## src/rtl/servo_pkg.sv

```systemverilog
// Shared constants, FSM state type and tick-scale helper for the servo sequencer.
package servo_pkg;

  localparam int unsigned MIN_TICKS   = 91;
  localparam int unsigned SLOT_TICKS  = 400;
  localparam int unsigned FRAME_TICKS = 3150;

  localparam int unsigned FC_W = 12;
  localparam int unsigned CH_W = 3;

  // Register offsets past the TARGET bank; add NUM_CH to get the real offset
  localparam int unsigned OFS_CTRL   = 0;
  localparam int unsigned OFS_STEP   = 1;
  localparam int unsigned OFS_STATUS = 2;
  localparam int unsigned OFS_CUR    = 3;

  typedef enum logic [2:0] {
    IDLE,
    PULSE,
    GAP,
    WAIT,
    UPDATE
  } state_t;

  // Clocks per 6.35 us tick, rounded up
  function automatic int unsigned calc_scale(input longint unsigned clk_freq);
    longint unsigned num;
    num = clk_freq * 64'd635 + 64'd99_999_999;
    return 32'(num / 64'd100_000_000);
  endfunction

endpackage

```

## src/rtl/servo_tick_prescaler.sv

```systemverilog
// Shared tick prescaler: one-clock tick every SCALE clocks while enabled.
module servo_tick_prescaler
  import servo_pkg::*;
#(
  parameter int unsigned CLK_FREQ = 16000000
) (
  input  logic clk,
  input  logic rst,
  input  logic en,
  output logic tick
);

  localparam int unsigned SCALE = calc_scale(64'(CLK_FREQ));
  localparam int unsigned CNT_W = (SCALE > 1) ? $clog2(SCALE) : 1;

  logic [CNT_W-1:0] cnt;
  logic             wrap;

  assign wrap = (cnt == CNT_W'(SCALE - 1));
  assign tick = en & wrap;

  // Count 0..SCALE-1, held at zero while disabled
  always_ff @(posedge clk or posedge rst) begin
    if (rst) begin
      cnt <= '0;
    end else if (!en || wrap) begin
      cnt <= '0;
    end else begin
      cnt <= cnt + CNT_W'(1);
    end
  end

endmodule

```

## src/rtl/servo_sequencer.sv

```systemverilog
// Memory-mapped multi-channel servo controller with per-frame slew limiting.
module servo_sequencer
  import servo_pkg::*;
#(
  parameter logic [7:0]  BASE_ADDRESS = 8'h00,
  parameter int unsigned NUM_CH       = 4,
  parameter int unsigned CLK_FREQ     = 16000000
) (
  input  logic              clk,
  input  logic              rst,
  input  logic [7:0]        din,
  input  logic [7:0]        address,
  input  logic              w_en,
  input  logic              r_en,
  output logic [7:0]        dout,
  output logic [NUM_CH-1:0] servo_pins
);

  localparam int unsigned A_CTRL   = NUM_CH + OFS_CTRL;
  localparam int unsigned A_STEP   = NUM_CH + OFS_STEP;
  localparam int unsigned A_STATUS = NUM_CH + OFS_STATUS;
  localparam int unsigned A_CUR    = NUM_CH + OFS_CUR;

  logic [7:0]      target  [NUM_CH];
  logic [7:0]      cur     [NUM_CH];
  logic [7:0]      cur_upd [NUM_CH];
  logic            en;
  logic [7:0]      step;
  logic            frame;
  state_t          state;
  logic [CH_W-1:0] ch;
  logic [FC_W-1:0] fc;
  logic [FC_W-1:0] slot_start;
  logic [FC_W-1:0] pulse_end;
  logic [7:0]      cur_sel;
  logic [7:0]      ofs;
  logic [7:0]      rdata;
  logic            settled;
  logic            tick;

  assign ofs = address - BASE_ADDRESS;

  servo_tick_prescaler #(
    .CLK_FREQ(CLK_FREQ)
  ) u_prescaler (
    .clk (clk),
    .rst (rst),
    .en  (en),
    .tick(tick)
  );

  // Frame position in ticks, 0..FRAME_TICKS-1
  always_ff @(posedge clk or posedge rst) begin
    if (rst) begin
      fc <= '0;
    end else if (!en) begin
      fc <= '0;
    end else if (tick) begin
      fc <= (fc == FC_W'(FRAME_TICKS - 1)) ? '0 : fc + FC_W'(1);
    end
  end

  // Active channel position mux and all-settled detect
  always_comb begin
    cur_sel = '0;
    settled = 1'b1;
    for (int i = 0; i < int'(NUM_CH); i++) begin
      if (ch == CH_W'(i)) cur_sel = cur[i];
      if (cur[i] != target[i]) settled = 1'b0;
    end
  end

  assign pulse_end = slot_start + FC_W'(MIN_TICKS) + FC_W'(cur_sel);

  // Next positions: jump when close enough or STEP=0, else move STEP toward target
  always_comb begin
    for (int i = 0; i < int'(NUM_CH); i++) begin
      if (step == 8'd0 ||
          ((target[i] >= cur[i]) ? (target[i] - cur[i]) : (cur[i] - target[i])) <= step) begin
        cur_upd[i] = target[i];
      end else if (target[i] > cur[i]) begin
        cur_upd[i] = cur[i] + step;
      end else begin
        cur_upd[i] = cur[i] - step;
      end
    end
  end

  // CPU-writable registers and sticky FRAME flag (frame-end set beats read clear)
  always_ff @(posedge clk or posedge rst) begin
    if (rst) begin
      for (int i = 0; i < int'(NUM_CH); i++) target[i] <= 8'd128;
      en    <= 1'b0;
      step  <= '0;
      frame <= 1'b0;
    end else begin
      if (w_en) begin
        for (int i = 0; i < int'(NUM_CH); i++) begin
          if (ofs == 8'(i)) target[i] <= din;
        end
        if (ofs == 8'(A_CTRL)) en   <= din[0];
        if (ofs == 8'(A_STEP)) step <= din;
      end
      if (state == UPDATE) begin
        frame <= 1'b1;
      end else if (r_en && ofs == 8'(A_STATUS)) begin
        frame <= 1'b0;
      end
    end
  end

  // Read data mux; unmapped offsets read as zero
  always_comb begin
    rdata = '0;
    for (int i = 0; i < int'(NUM_CH); i++) begin
      if (ofs == 8'(i))         rdata = target[i];
      if (ofs == 8'(A_CUR + i)) rdata = cur[i];
    end
    if (ofs == 8'(A_CTRL))   rdata = {7'd0, en};
    if (ofs == 8'(A_STEP))   rdata = step;
    if (ofs == 8'(A_STATUS)) rdata = {3'd0, ch, settled, frame};
  end

  // Registered read port, one-cycle latency
  always_ff @(posedge clk or posedge rst) begin
    if (rst) begin
      dout <= '0;
    end else begin
      dout <= r_en ? rdata : '0;
    end
  end

  // Frame scheduler: one pulse per channel slot, then wait for wrap and update CUR
  always_ff @(posedge clk or posedge rst) begin
    if (rst) begin
      state      <= IDLE;
      ch         <= '0;
      slot_start <= '0;
      servo_pins <= '0;
      for (int i = 0; i < int'(NUM_CH); i++) cur[i] <= 8'd128;
    end else if (!en) begin
      state      <= IDLE;
      ch         <= '0;
      slot_start <= '0;
      servo_pins <= '0;
    end else begin
      case (state)
        IDLE: begin
          state      <= PULSE;
          ch         <= '0;
          slot_start <= '0;
          servo_pins <= NUM_CH'(1);
        end
        PULSE: begin
          if (fc == pulse_end) begin
            state      <= GAP;
            servo_pins <= '0;
          end
        end
        GAP: begin
          if (ch == CH_W'(NUM_CH - 1)) begin
            state <= WAIT;
          end else if (fc == slot_start + FC_W'(SLOT_TICKS)) begin
            state      <= PULSE;
            ch         <= ch + CH_W'(1);
            slot_start <= slot_start + FC_W'(SLOT_TICKS);
            servo_pins <= NUM_CH'(1) << (ch + CH_W'(1));
          end
        end
        WAIT: begin
          if (tick && fc == FC_W'(FRAME_TICKS - 1)) state <= UPDATE;
        end
        UPDATE: begin
          for (int i = 0; i < int'(NUM_CH); i++) cur[i] <= cur_upd[i];
          state      <= PULSE;
          ch         <= '0;
          slot_start <= '0;
          servo_pins <= NUM_CH'(1);
        end
        default: begin
          state      <= IDLE;
          servo_pins <= '0;
        end
      endcase
    end
  end

endmodule
```

## config.mk

```make
export PLATFORM = sky130hd
export DESIGN_NAME = servo_sequencer
export DESIGN_NICKNAME = d
export VERILOG_FILES = /design/src/rtl/servo_pkg.sv /design/src/rtl/servo_tick_prescaler.sv /design/src/rtl/servo_sequencer.sv
export SDC_FILE = /design/constraint.sdc
export NUM_CORES = 1
export LEC_CHECK = 0
export ABC_AREA = 1
export BUFFER_PORTS_ARGS = -buffer_cell sky130_fd_sc_hd__buf_2
export CAP_MARGIN = 15
export CORE_UTILIZATION = 45
export CTS_BUF_LIST = sky130_fd_sc_hd__clkbuf_4 sky130_fd_sc_hd__clkbuf_8 sky130_fd_sc_hd__clkbuf_16
export CTS_CLUSTER_SIZE = 20
export DETAILED_ROUTE_END_ITERATION = 6
export HOLD_SLACK_MARGIN = 0.1
export SLEW_MARGIN = 20
export SYNTH_ARGS = -nofsm -noshare
export SYNTH_HDL_FRONTEND = slang
export SYNTH_SLANG_ARGS = --single-unit
```

## constraint.sdc

```tcl
create_clock -name clk -period 6.82 [get_ports clk]
set_input_delay 0.341 -clock clk [delete_from_list [all_inputs] [get_ports clk]]
set_output_delay 0.341 -clock clk [all_outputs]
set_load 0.05 [all_outputs]
```

==> results.md <==
- Critical-path maximum fanout: 8
- Hold wc startpoint: w_en
- Worst Path Arrival: ~4600 ps
- Via/cell ratio: 5.611
- Most frequent cells in the layout: nand2_1, inv_1, o21ai_0
- Core ar.: 25470 sq um
- Layout cell share with drive strength beyond 1: 0.09752
- Number of global-route vias before repair: 10515
- Max-cap check violation count: 0
- Post-route cell area: about 13000 sq um
- Syn avg cell area: around 7.3 sq um
- Dpl hpwl: between 20000 and 30000 um
- Layout Utilization: 0.5049
- Num CTS Buffers: 17
- CTS max path bufs: 2
- Worst-Skew Late Latency: 430 ps
- Reg clk slew, reported paths: roughly 50 ps
- Status: finished, final reports clean
- Crit Path Category: reg -> reg
- R2R Path Start: ch[1]
- Die area: about 27000 sq um
- Dpl cell area: between 10000 and 15000 sq um
- R2r setup slk: 2560 ps
- Critical Path RT: slightly above 7000 ps
- Area leader, netlist: dfrtp_1
- Hold Path Class: in -> reg
- Global-route wire length before repair: approximately 60000 um
- Worst setup skew after layout: about 11 ps
- DRC: 0
- Crit path capture type: flop
- Fin Hold WS: roughly 230 ps
- Clk root buf: clkbuf_16
- Final Cycle Share: 0.6242
- Synth async-reset ratio: 1.000
- CP max-delay cell: dfrtp_1
- Ports: 32
- Minimum clock period: 4257 ps
- Worst path most repeated cell: nand2_1
- Antenna viol nets, final: 0
- Pwr/cell area: 196.7 nW/um^2
- WHS Path Cells: 2
- Leading post-synthesis cells by cell area: dfrtp_1, ha_1, nand2_1
- Leakage power: 6.309 nW
- CTS tree: yes
- VDD IR max: around 0.00015 V
- Hold endpoint: en
- Syn Nets: between 1500 and 2000
- Diode count: 0
- Die width: about 160 um
- Initial drt markers: 911
- Row cnt: 58
- Final hold violation count: 0
- Number of distinct library cells after synthesis: 64
- Synthesized instance count: 1614
- GRT Residual Overflow: 0
- Buffers on Ports: 31
- Largest net degree at the start of global routing: 73
- Initial antenna violation count: 0
- CP startpoint kind: flop
- Vias: approximately 11000
- Worst relative slew slack: 0.3763
- DR WL/cell: ~19 um
- Setup TNS: 0 ps
- Synth Register Bits: 119
- Overall routing resource usage: 0.2897
- Final GP Congestion: 0.9133
- CP Buf/Inv Count: 4
- WL final: 37560 um
- Starting Density: 0.4645
- Largest stage delay, worst path: ~420 ps
- Ys Warns: 0
- Area growth syn-to-layout: 8.692%
- RSZ-0062 raised after global routing: false
- Die H: 164.2 um
- Number of enable flip-flop cells after synthesis: 0
- Synthesized area: approximately 12000 sq um
- Area share of the largest cell type after synthesis: 0.2347
- Main synth FF type: dfrtp_1
- Slew Viols, Final: 0
- FMAX: roughly 0.23 GHz
- Worst R2R Path Depth: 26
- Slew @ Worst Pin: 928.8 ps
- Commonest non-fill, non-tap cell in the layout: nand2_1
- RR Endpoint: state[0]
- CP Depth: 26
- Cell family with most CP delay: simple AND/OR/NAND/NOR gates
- Sequential fraction of the synthesis area: 0.2525
- CTS sink count: roughly 120
- Design Power: between 0.002 and 0.003 W
- Cts repair resizes: 0
- Fin nets: 1818
- Setup violators final: 0
- DR pass1 iterations: 5
- H-tree depth: 4
[layer usage]
layer	global-route usage	share of wire	up-vias	wire length, um
met4	0.1208	0.037	0	1396
met1	0.4024	0.46	5232	17390
met3	0.04293	0.061	82	2298
li1	-	-	5448	-
met5	0	0	-	0
met2	0.4465	0.44	354	16470
[Yosys cell counts, types with 3 or more instances]
master	n
o21ai_0	195
nand2_1	306
or2_2	4
nor2_4	5
a211oi_1	8
o22ai_1	21
nand2_2	6
dfrtp_1	111
nor3_2	3
ha_1	146
o21ai_1	23
dfstp_2	8
nor3_1	12
xnor2_1	17
nand2_4	10
clkbuf_1	15
and2_1	5
nor3b_1	3
nor2_1	82
fa_1	13
buf_4	5
o2111ai_1	9
a21oi_2	3
nand4_1	15
o22ai_2	3
nand3_2	6
nor2_2	7
inv_1	227
a22oi_1	4
mux2i_1	7
or2_1	4
xor2_1	50
a31oi_1	5
o21ai_2	3
o21bai_1	3
inv_2	16
nand3_1	64
buf_2	7
nor4_1	5
o211ai_1	6
a21oi_1	135
mux2_2	7
[area by class of cell]
class | count | area (sq um)
clock buffers | 22 | 475.5
clock inverters | 9 | 77.57
fillers | 2544 | 12610
inverters | 246 | 930.9
multi-input cells | 1219 | 7761
flip-flops and latches | 119 | 2988
well taps | 330 | 412.9
repair buffers | 36 | 215.2
[kinds of logic after synthesis]
family | count (synthesis) | synth area share
compound gates | 430 | 0.1999
xor+xnor | 69 | 0.05234
flops | 119 | 0.2525
simple gates | 546 | 0.2138
mux | 15 | 0.01354
fa+ha+maj | 159 | 0.1764
buf+inv | 276 | 0.09157
[worst max path at each step]
| stage | start | end | slack (ps) |
|---|---|---|---|
| finish | ch[1] | state[0] | 2560 |
| global route | cur[31] | cur[24] | 2270 |
| CTS | ch[1] | state[0] | 2580 |
| detailed placement | ch[1] | state[0] | 2590 |
| global placement | ch[1] | state[0] | 2550 |
| floorplan | rst | ch[0] | 3330 |
[per-stage QoR]
stage          cells  setup WS, ps
4_1_cts         1980          2580
3_3_place_gp    1948          2551
3_5_place_dp    1948          2592
5_1_grt         1981          2268
6_report        1981          2563
2_1_floorplan   1614          3335
[power by group]
group | internal [W] | switching, W
sequential | 0.000722 | 0.0000217
combinational | 0.000323 | 0.000592
clock | 0.000526 | 0.000345
[registers in the layout, summed over array words and instances, names as in the netlist, 4 cells and up]
name	count
u_prescaler.cnt	7
cur	32
dout	8
slot_start	8
servo_pins	4
fc	12
step	8
target	32
[repair_timing]
action,4_1_cts,5_1_grt
hold endpoints to repair,47,0
hold buffers,1,0
buffers inserted,0,0
[worst register-to-register path: cells and delay by family, from the launching register on]
family                   cells  cell delay, ps
AND/OR/NAND/NOR             17            1700
adder cells (fa/ha/maj)      3             930
AO/OA/AOI/OAI                2             690
flip-flops                   1             420
buffers and inverters        4             400
(Power assumes the default switching activity.)
